===== config.mk =====
export PLATFORM = sky130hd
export DESIGN_NAME = lsu_stb_rwptr_ctl
export DESIGN_NICKNAME = d
export VERILOG_FILES = /design/src/rtl/lsu_stb_rwptr_ctl.sv
export SDC_FILE = /design/constraint.sdc
export NUM_CORES = 1
export LEC_CHECK = 0
export ABC_CLOCK_PERIOD_IN_PS = 7900
export CORE_AREA = 2 2 64 51
export DETAILED_ROUTE_END_ITERATION = 10
export DIE_AREA = 0 0 66 53
export PLACE_DENSITY = 0.9
export SLEW_MARGIN = 25
export SYNTH_ARGS = -nofsm -noshare
export SYNTH_HDL_FRONTEND = slang
export SYNTH_SLANG_ARGS = --single-unit

===== constraint.sdc =====
create_clock -name rclk -period 7.9 [get_ports rclk]
set_input_delay 1.58 -clock rclk [delete_from_list [all_inputs] [get_ports rclk]]
set_output_delay 1.58 -clock rclk [all_outputs]
set_load 0.005 [all_outputs]

===== src/rtl/lsu_stb_rwptr_ctl.sv =====
// Per-thread store-buffer allocation/retirement controller: 8-entry circular
// buffer with write/read pointers, valid bits, occupancy, W-stage rollback.
module lsu_stb_rwptr_ctl (
   input  logic       rclk,
   input  logic       reset,
   input  logic       se,
   input  logic       st_inst_vld_m,
   input  logic       st_flush_w,
   input  logic       stb_ack_vld,
   output logic [7:0] stb_clk_en_l,
   output logic [2:0] stb_wptr,
   output logic [2:0] stb_rptr,
   output logic [7:0] stb_valid,
   output logic [3:0] stb_cnt,
   output logic       stb_full,
   output logic       stb_empty,
   output logic       stb_alloc_ovfl
);

   logic       alloc_m;
   logic       flush_hit;
   logic       ack_hit;
   logic       alloc_w_q;
   logic [2:0] w_idx_q;
   logic [7:0] valid_nxt;
   logic [3:0] cnt_nxt;

   assign alloc_m   = st_inst_vld_m & ~stb_full & ~st_flush_w & ~reset;
   assign flush_hit = st_flush_w & alloc_w_q;
   // The oldest entry cannot retire while it is still the uncommitted W-stage store.
   assign ack_hit   = stb_ack_vld & ~stb_empty & ~(alloc_w_q & (w_idx_q == stb_rptr));

   always_comb begin
      stb_clk_en_l = 8'hFF;
      for (int i = 0; i < 8; i++) begin
         stb_clk_en_l[i] = ~((alloc_m & (stb_wptr == 3'(i))) | se);
      end
   end

   always_comb begin
      valid_nxt = stb_valid;
      if (alloc_m)   valid_nxt[stb_wptr] = 1'b1;
      if (flush_hit) valid_nxt[w_idx_q]  = 1'b0;
      if (ack_hit)   valid_nxt[stb_rptr] = 1'b0;
   end

   assign cnt_nxt = stb_cnt + {3'b000, alloc_m} - {3'b000, flush_hit} - {3'b000, ack_hit};

   always_ff @(posedge rclk) begin
      if (reset) begin
         stb_wptr       <= 3'd0;
         stb_rptr       <= 3'd0;
         stb_valid      <= 8'h00;
         stb_cnt        <= 4'd0;
         stb_full       <= 1'b0;
         stb_empty      <= 1'b1;
         stb_alloc_ovfl <= 1'b0;
         alloc_w_q      <= 1'b0;
         w_idx_q        <= 3'd0;
      end else begin
         if (flush_hit)    stb_wptr <= w_idx_q;
         else if (alloc_m) stb_wptr <= stb_wptr + 3'd1;
         if (ack_hit)      stb_rptr <= stb_rptr + 3'd1;
         if (alloc_m)      w_idx_q  <= stb_wptr;
         alloc_w_q      <= alloc_m;
         stb_valid      <= valid_nxt;
         stb_cnt        <= cnt_nxt;
         stb_full       <= (cnt_nxt == 4'd8);
         stb_empty      <= (cnt_nxt == 4'd0);
         // Full is registered, so a store in the same cycle as a freeing ack still overflows.
         stb_alloc_ovfl <= st_inst_vld_m & stb_full & ~st_flush_w;
      end
   end

endmodule


==> results of run 1 <==
-- worst register-to-register path: stages (launching register included) --
cell     delay [ns]
dfxtp_1        0.52
xor2_1         0.19
o41ai_4        0.50
fa_1           0.24
inv_1          0.04
ha_1           0.26
inv_1          0.06
ha_1           0.13
inv_1          0.05
fa_1           0.38
xnor2_1        0.17
nor2_1         0.08
and3_1         0.23
-- power groups by stage --
stage | registers [mW] | clock network [mW] | logic, mW
final | 0.170 | 0.0760 | 0.156
after global placement | 0.173 | 0 | 0.153
after global routing | 0.175 | 0.0819 | 0.175
after CTS | 0.171 | 0.0784 | 0.158
after detailed placement | 0.173 | 0 | 0.157
after floorplan | 0.169 | 0 | 0.0964
-- through the flow --
stage,setup slack [ns],total power [mW]
after floorplan,3.78,0.265
after global placement,2.08,0.325
after detailed placement,2.02,0.330
after CTS,2.02,0.407
after global routing,1.87,0.432
final,2.01,0.402
-- path summary, 6_finish.rpt --
path / endpoint / startpoint / cells after the start
max: stb_clk_en_l[3] / reset / 5
min: stb_alloc_ovfl / stb_full / 2
max reg2reg: stb_full / stb_rptr[1] / 12
min reg2reg: stb_alloc_ovfl / stb_full / 2
-- routing by layer --
layer / part of all wire, % / wire [um] / track usage [%]
met4: 0.69 / 21 / 5.10
met1: 49 / 1490 / 26.2
met3: 6.9 / 211 / 4.47
met2: 44 / 1330 / 31.1
met5: 0 / 0 / 0
-- cell type report --
class	instances	share of cell area [%]
clock inverters	1	0.279
repair buffers	34	19.0
multi-input cells	113	45.6
inverters	11	2.30
well taps	38	2.65
flip-flops and latches	25	27.9
clock buffers	3	2.30
-- cell usage after synthesis, drive strengths merged --
| library cell | n | share of area (%) |
|---|---|---|
| fa | 2 | 2.8 |
| o21ai | 1 | 0.35 |
| o31ai | 1 | 0.53 |
| o211ai | 1 | 0.53 |
| dfxtp | 25 | 35 |
| xnor2 | 1 | 0.62 |
| clkbuf | 4 | 1.1 |
| o41ai | 1 | 1.9 |
| a311oi | 2 | 2.1 |
| a21oi | 19 | 6.7 |
| buf | 7 | 3.3 |
| mux2i | 1 | 0.70 |
| or4b | 1 | 0.70 |
| a2111oi | 3 | 3.2 |
| or3 | 1 | 0.44 |
| and3b | 1 | 0.62 |
| nor3b | 1 | 0.53 |
| nor2b | 7 | 3.1 |
| nor4 | 6 | 2.6 |
| inv | 11 | 2.9 |
| nor3 | 6 | 2.1 |
| ha | 10 | 8.8 |
| nand3 | 2 | 0.70 |
| nand2b | 2 | 0.88 |
| nand2 | 16 | 4.2 |
| nor2 | 17 | 6.8 |
| a41oi | 4 | 2.5 |
| xor2 | 4 | 2.5 |
| and3 | 2 | 0.88 |
| o41a | 1 | 0.79 |
-- state kept, by name (all words and copies together) (netlist names) --
| name | flops |
|---|---|
| stb_alloc_ovfl | 1 |
| stb_valid | 8 |
| stb_rptr | 3 |
| stb_full | 1 |
| stb_cnt | 4 |
| stb_wptr | 3 |
| stb_empty | 1 |
| alloc_w_q | 1 |
| w_idx_q | 3 |
-- cells by family after synthesis --
group	count (synthesis)	share of synthesized area, %
xor+xnor	5	3.08
buf+inv	22	7.22
compound gates	33	18.6
mux	1	0.704
simple gates	62	23.6
flops	25	35.2
fa+ha+maj	12	11.6
==> impl_metrics.ini, run 1 <==
[global_route]
grt_pass1_wl_mm = 5.09
grt-ovfl-total = 0
grt_start_max_net_pins = 25
antenna_found_initial = 0
grt_usage_pct = 19.3
grt_pass1_vias = 1114

[timing]
fmax_ghz = 0.170
fin_skew_ns = 0.00457
slew_headroom_pct = 37.0
tns_ns = 0
period_share_pct = 74.6
period_minus_slack_ns = 5.89
timing.hold.ws_ns = 0.464
worst_pin_slew_ns = 0.942
slew_viol_final = 0
finalHoldViolCount = 0
rsz0062_at_grt = no
setup_viol_count_final = 0

[setup_path]
max_stage_delay_ns = 0.96
cp_top_family = buffers and inverters
timing_worst_setup_path_type = primary input to output pin
critical_path.cell_chain = clkdlybuf4s50_1 -> or4b_1 -> inv_2 -> a21oi_1 -> clkdlybuf4s50_1
critPathSlowestCell = or4b_1
critPathLaunchType = primary input
crit_buf_inv = 3
arrival_ns = 4.31
crit_required_ns = 6.32
cp_common_cell = clkdlybuf4s50_1
regToRegSetupSlack_ns = 4.93
crit_fanout = 24
crit_path_end_kind = output pin

[placed_design]
dpl.hpwl_mm = 2.35
place_congestion = 0.857
io_buffer_count = 34
postPlaceCellArea_mm2 = 0.00175
dp_cells = 221

[floorplan]
core_area_mm2 = 0.00285
die-area_mm2 = 0.00350
io_pins = 35
die_h_um = 53
fp.dieW_um = 66
start_util_pct = 49.9
fp-row-count = 17

[layout]
drive_gt1_share_pct = 7.49
utilization_pct = 62.9
finalNonFillerCells = 225
layout_commonest_cell = clkdlybuf4s50_1
layout_common_cells = 34 x clkdlybuf4s50_1, 25 x dfxtp_1, 19 x a21oi_1
areaGrowthSynthToFinish_pct = 26.2
diodes = 0
multi_input_comb_area_um2 = 818
regArea_um2 = 500
final_area_mm2 = 0.00179
nets = 206
fillers = 253

[clock_tree]
root_buffer = clkbuf_8
clk_latency_ns = 0.27
post_cts_buffers = 0
cts_resized = 0
cts_buffers = 3
cts_sinks = 25
htreeDepth = 1
cts_tree = done
clk_pin_slew_ns = 0.09
hold_buffers = 0
cts.path.max_buffers = 2

[yosys]
ys_types = 34
synth_seq_cells = 25
synth_warnings = 0
ys_seq_area_share_pct = 35.2
postSynthCellCount = 160
syn_nets = 178
synth_area_per_cell_um2 = 8.88
syn-cell-area_mm2 = 0.00142

[status]
status = finished, final reports clean

[detailed_routing]
dr.first_iter.drc_count = 41
post_drt_wl_per_cell_um = 13.6
routed_wl_mm = 3.05
firstDrtPassIters = 4
vias = 1190
routed_via_density = 5.29
drc_errors = 0
ant_nets = 0

[pwr]
pwr-share-comb_pct = 38.8
swShare_pct = 33.6
p_leak_nw = 0.698
clock_power_share_pct = 18.9
power_switching_mw = 0.135
p_seq_share_pct = 42.3
peakVddDrop_mv = 0.181
p_int_mw = 0.267
power_density_mw_per_mm2 = 224

[flow_run]
cap_violations = 0

[min_path]
hold_path.class = register to register
No activity file was read; power rests on OpenSTA's default activity.
==> run 2: changes to the inputs <==
--- a/config.mk
+++ b/config.mk
@@ -5,11 +5,11 @@
 export SDC_FILE = /design/constraint.sdc
 export NUM_CORES = 1
 export LEC_CHECK = 0
-export ABC_CLOCK_PERIOD_IN_PS = 7900
-export CORE_AREA = 2 2 64 51
+export ABC_CLOCK_PERIOD_IN_PS = 5700
+export CORE_AREA = 2 2 66 52
 export DETAILED_ROUTE_END_ITERATION = 10
-export DIE_AREA = 0 0 66 53
-export PLACE_DENSITY = 0.9
+export DIE_AREA = 0 0 68 54
+export PLACE_DENSITY = 0.86
 export SLEW_MARGIN = 25
 export SYNTH_ARGS = -nofsm -noshare
 export SYNTH_HDL_FRONTEND = slang
==> constraint.sdc (replaced) <==
create_clock -name rclk -period 5.7 [get_ports rclk]
set_input_delay 1.14 -clock rclk [delete_from_list [all_inputs] [get_ports rclk]]
set_output_delay 1.14 -clock rclk [all_outputs]
set_load 0.005 [all_outputs]
==> impl_metrics.ini, run 2 (synthesis gave the netlist of run 1 again) <==
[setup_path]
arrival_ns = 3.44
crit_path_end_kind = output pin
critPathSlowestCell = or4b_1
regToRegSetupSlack_ns = 2.77
critPathLaunchType = primary input
cp_common_cell = clkdlybuf4s50_1
timing_worst_setup_path_type = primary input to output pin
crit_fanout = 24
reg2reg_depth = 9
rr_startpoint = stb_rptr[1]
critical_path.cell_chain = clkdlybuf4s50_1 -> buf_4 -> or4b_1 -> inv_2 -> a21oi_1 -> clkdlybuf4s50_1
crit_required_ns = 4.56
max_stage_delay_ns = 0.78
crit-reg2reg-capture = stb_empty

[floorplan]
start_util_pct = 45.7
core_area_mm2 = 0.00311
die_h_um = 54
fp.dieW_um = 68
die-area_mm2 = 0.00367
fp-row-count = 18
io_pins = 35

[layout]
largest_registers = stb_valid: 8 flops, stb_cnt: 4 flops
layout_commonest_cell = clkdlybuf4s50_1
utilization_pct = 58.1
nets = 207
diodes = 0
areaGrowthSynthToFinish_pct = 26.9
layout_common_cells = 34 x clkdlybuf4s50_1, 25 x dfxtp_1, 19 x a21oi_1
drive_gt1_share_pct = 7.98
final_area_mm2 = 0.00180
largest_reg_flops = 8
regMostFlops = stb_valid

[clock_tree]
htreeDepth = 1
cts_resized = 0
root_buffer = clkbuf_8
cts_sinks = 25
cts_buffers = 3
cts_tree = done
clk_pin_slew_ns = 0.08
hold_buffers = 0
cts.path.max_buffers = 2
clk_latency_ns = 0.27
post_cts_buffers = 0

[pwr]
p_seq_share_pct = 42.6
power_switching_mw = 0.182
p_leak_nw = 0.703
p_total_mw = 0.553
power_density_mw_per_mm2 = 306
p_int_mw = 0.370
clock_power_share_pct = 18.4
peakVddDrop_mv = 0.192
swShare_pct = 33.0
pwr-share-comb_pct = 39.0

[timing]
rsz0062_at_grt = no
fmax_ghz = 0.218
period_minus_slack_ns = 4.58
slew_viol_final = 0
finalHoldViolCount = 0
slew_headroom_pct = 61.6
worst_pin_slew_ns = 0.575
timing.hold.ws_ns = 0.454
tns_ns = 0
setup_viol_count_final = 0
period_share_pct = 80.3
fin_skew_ns = 0.00333

[global_route]
antenna_found_initial = 0
grt_pass1_wl_mm = 4.78
use_met3_pct = 5.02
grt_pass1_vias = 1046
gr-usage-met1_pct = 21.8
grt-busiest-layer = met2
grt_use_met2_pct = 31.7
grt_start_max_net_pins = 25
grt_usage_pct = 17.7
grt-ovfl-total = 0

[detailed_routing]
post_drt_wl_per_cell_um = 13.0
routed_wl_mm = 2.96
vias = 1179
drc_errors = 0
dr.first_iter.drc_count = 38
firstDrtPassIters = 4
ant_nets = 0
routed_via_density = 5.17

[placed_design]
postPlaceCellArea_mm2 = 0.00176
dpl.hpwl_mm = 2.30
place_congestion = 0.802
io_buffer_count = 34

[status]
status = finished, final reports clean

[min_path]
min_from = stb_full
min_delay_worst_endpoint = stb_alloc_ovfl
hold_path.class = register to register
hold_depth = 2

[flow_run]
cap_violations = 0
==> run 2: cell count changes in the layout (fill, tap and decap cells not counted) <==
cell / change
buf_4: +1
==> run 2: area by class of cell <==
cell class	count	area, um2
multi-input cells	113	818
well taps	40	50.0
flip-flops and latches	25	500
repair buffers	35	348
inverters	11	41.3
clock inverters	1	5.00
fillers	307	1300
clock buffers	3	41.3
==> run 2: routing by layer <==
metal | vias to the layer above | share of wire, % | wire length [um]
met5 | - | 0 | 0
met4 | 0 | 0 | 0
met3 | 0 | 6.0 | 178
met2 | 34 | 46 | 1360
met1 | 537 | 48 | 1420
li1 | 608 | - | -
==> run 2: worst max path at each step <==
stage / slack, ns / to / from
2_1_floorplan: 2.46 / stb_clk_en_l[3] / st_flush_w
3_3_place_gp: 1.20 / stb_clk_en_l[7] / reset
3_5_place_dp: 1.11 / stb_clk_en_l[7] / reset
4_1_cts: 1.11 / stb_clk_en_l[7] / reset
5_1_grt: 0.97 / stb_clk_en_l[3] / reset
6_report: 1.12 / stb_clk_en_l[7] / reset
==> run 2: critical path, delay by kind of cell <==
kind / cells / cell delay, ns
AO/OA/AOI/OAI: 1 / 0.11
buffers and inverters: 4 / 1.40
AND/OR/NAND/NOR: 1 / 0.78
==> run 2: through the flow <==
stage                     instances  worst slack [ns]
after floorplan                 160              2.46
after global placement          224              1.20
after detailed placement        224              1.11
after CTS                       228              1.11
after global routing            228             0.968
final                           228              1.12
==> run 2: power groups by stage <==
stage / clock network [mW] / registers (mW) / logic (mW)
final: 0.102 / 0.235 / 0.216
after global routing: 0.112 / 0.240 / 0.246
after CTS: 0.104 / 0.236 / 0.219
after detailed placement: 0 / 0.240 / 0.216
after global placement: 0 / 0.239 / 0.211
after floorplan: 0 / 0.234 / 0.134
==> run 3: changes to the inputs <==
--- a/config.mk
+++ b/config.mk
@@ -5,11 +5,11 @@
 export SDC_FILE = /design/constraint.sdc
 export NUM_CORES = 1
 export LEC_CHECK = 0
-export ABC_CLOCK_PERIOD_IN_PS = 5700
-export CORE_AREA = 2 2 66 52
+export ABC_CLOCK_PERIOD_IN_PS = 4200
+export CORE_AREA = 2 2 69 55
 export DETAILED_ROUTE_END_ITERATION = 10
-export DIE_AREA = 0 0 68 54
-export PLACE_DENSITY = 0.86
+export DIE_AREA = 0 0 71 57
+export PLACE_DENSITY = 0.82
 export SLEW_MARGIN = 25
 export SYNTH_ARGS = -nofsm -noshare
 export SYNTH_HDL_FRONTEND = slang
==> constraint.sdc (replaced) <==
create_clock -name rclk -period 4.2 [get_ports rclk]
set_input_delay 0.84 -clock rclk [delete_from_list [all_inputs] [get_ports rclk]]
set_output_delay 0.84 -clock rclk [all_outputs]
set_load 0.005 [all_outputs]
==> impl_metrics.ini, run 3 (synthesis gave the netlist of run 1 again) <==
[detailed_routing]
ant_nets = 0
post_drt_wl_per_cell_um = 13.4
routedLengthMet1_mm = 1.49
met3_length_um = 183
highest_layer = met4
drc_errors = 0
dr_wl_met2_mm = 1.36
firstDrtPassIters = 4
routed_via_density = 5.13
dr.first_iter.drc_count = 94
routed_wl_mm = 3.07
vias = 1179

[timing]
tns_ns = 0
fin_skew_ns = 0.00631
fmax_ghz = 0.261
slew_viol_final = 0
finalHoldViolCount = 0
period_minus_slack_ns = 3.84
period_share_pct = 91.4
rsz0062_at_grt = no
worst_pin_slew_ns = 0.560
setup_viol_count_final = 0
slew_headroom_pct = 62.7
fin_ws_ns = 0.361

[layout]
finalNonFillerCells = 230
largest_registers = stb_valid: 8 flops, stb_cnt: 4 flops
largest_reg_flops = 8
utilization_pct = 52.4
layout_commonest_cell = clkdlybuf4s50_1
regMostFlops = stb_valid
areaGrowthSynthToFinish_pct = 27.0
nets = 207
drive_gt1_share_pct = 7.45
diodes = 0
fillers = 314
layout_common_cells = 34 x clkdlybuf4s50_1, 25 x dfxtp_1, 19 x a21oi_1

[clock_tree]
cts.path.max_buffers = 2
htreeDepth = 1
hold_buffers = 0
cts_tree = done
cts_sinks = 25
post_cts_buffers = 0
clk_latency_ns = 0.27
cts_resized = 0
clk_pin_slew_ns = 0.09
root_buffer = clkbuf_8
cts_buffers = 3

[floorplan]
fp-row-count = 19
io_pins = 35
fp.dieW_um = 71
die-area_mm2 = 0.00405
die_h_um = 57
start_util_pct = 41.2
core_area_mm2 = 0.00345

[global_route]
grt_pass1_wl_mm = 5.20
grt-ovfl-total = 0
grt_pass1_vias = 1086
antenna_found_initial = 0
grt_usage_pct = 16.4
grt_start_max_net_pins = 24

[status]
status = finished, final reports clean

[setup_path]
timing_worst_setup_path_type = primary input to output pin
crit_required_ns = 3.36
critical_path.cell_chain = clkdlybuf4s50_1 -> or4b_1 -> inv_2 -> a21oi_1 -> clkdlybuf4s50_1
critPathSlowestCell = or4b_1
crit_path_end_kind = output pin
critPathLaunchType = primary input
crit_fanout = 14
max_stage_delay_ns = 0.81
crit_buf_inv = 3
arrival_ns = 3.00
cp_top_family = buffers and inverters
cp_common_cell = clkdlybuf4s50_1

[placed_design]
place_ws_ns = 0.360
io_buffer_count = 34
place_congestion = 0.858
dpl.hpwl_mm = 2.29
dp_cells = 226

[pwr]
p_total_mw = 0.761
peakVddDrop_mv = 0.305
power_density_mw_per_mm2 = 421
p_leak_nw = 0.700

[flow_run]
cap_violations = 0

[min_path]
hold_path.class = register to register
==> run 3: through the flow <==
step           hold WS (ns)  cell area (um2)
5_1_grt               0.494             1810
2_1_floorplan         0.439             1420
3_5_place_dp          0.439             1760
4_1_cts               0.451             1810
6_report              0.441             1810
3_3_place_gp          0.445             1760
==> run 3: routing by layer <==
metal  track usage (%)  vias up
li1                  -      617
met1              22.6      524
met2              25.6       34
met3              4.24        4
met4              4.85        0
met5                 0        -
==> run 3: area by class of cell <==
class	instances	area [um2]	share of cell area, %
tap	42	52.6	2.91
multi-input combinational	113	818	45.3
timing repair buffer	35	348	19.3
clock buffer	4	45.0	2.49
sequential	25	500	27.7
inverter	11	41.3	2.29
==> run 3: where the power goes <==
group | total (mW) | internal, mW | switching (mW)
clock network | 0.144 | 0.0679 | 0.0760
registers | 0.318 | 0.277 | 0.0415
logic | 0.299 | 0.162 | 0.137
total | 0.761 | 0.506 | 0.254
==> run 3: worst paths after layout <==
path,startpoint,slack (ns),endpoint,cells past startpoint
max,st_flush_w,0.36,stb_clk_en_l[7],5
max reg2reg,stb_rptr[1],1.20,stb_empty,9
min,stb_full,0.44,stb_alloc_ovfl,2
min reg2reg,stb_full,0.44,stb_alloc_ovfl,2
==> run 3: tightest hold or removal path: stages (launching register included) <==
cell and delay, ns:
dfxtp_1 0.32, nand2_1 0.05, nor3_1 0.03
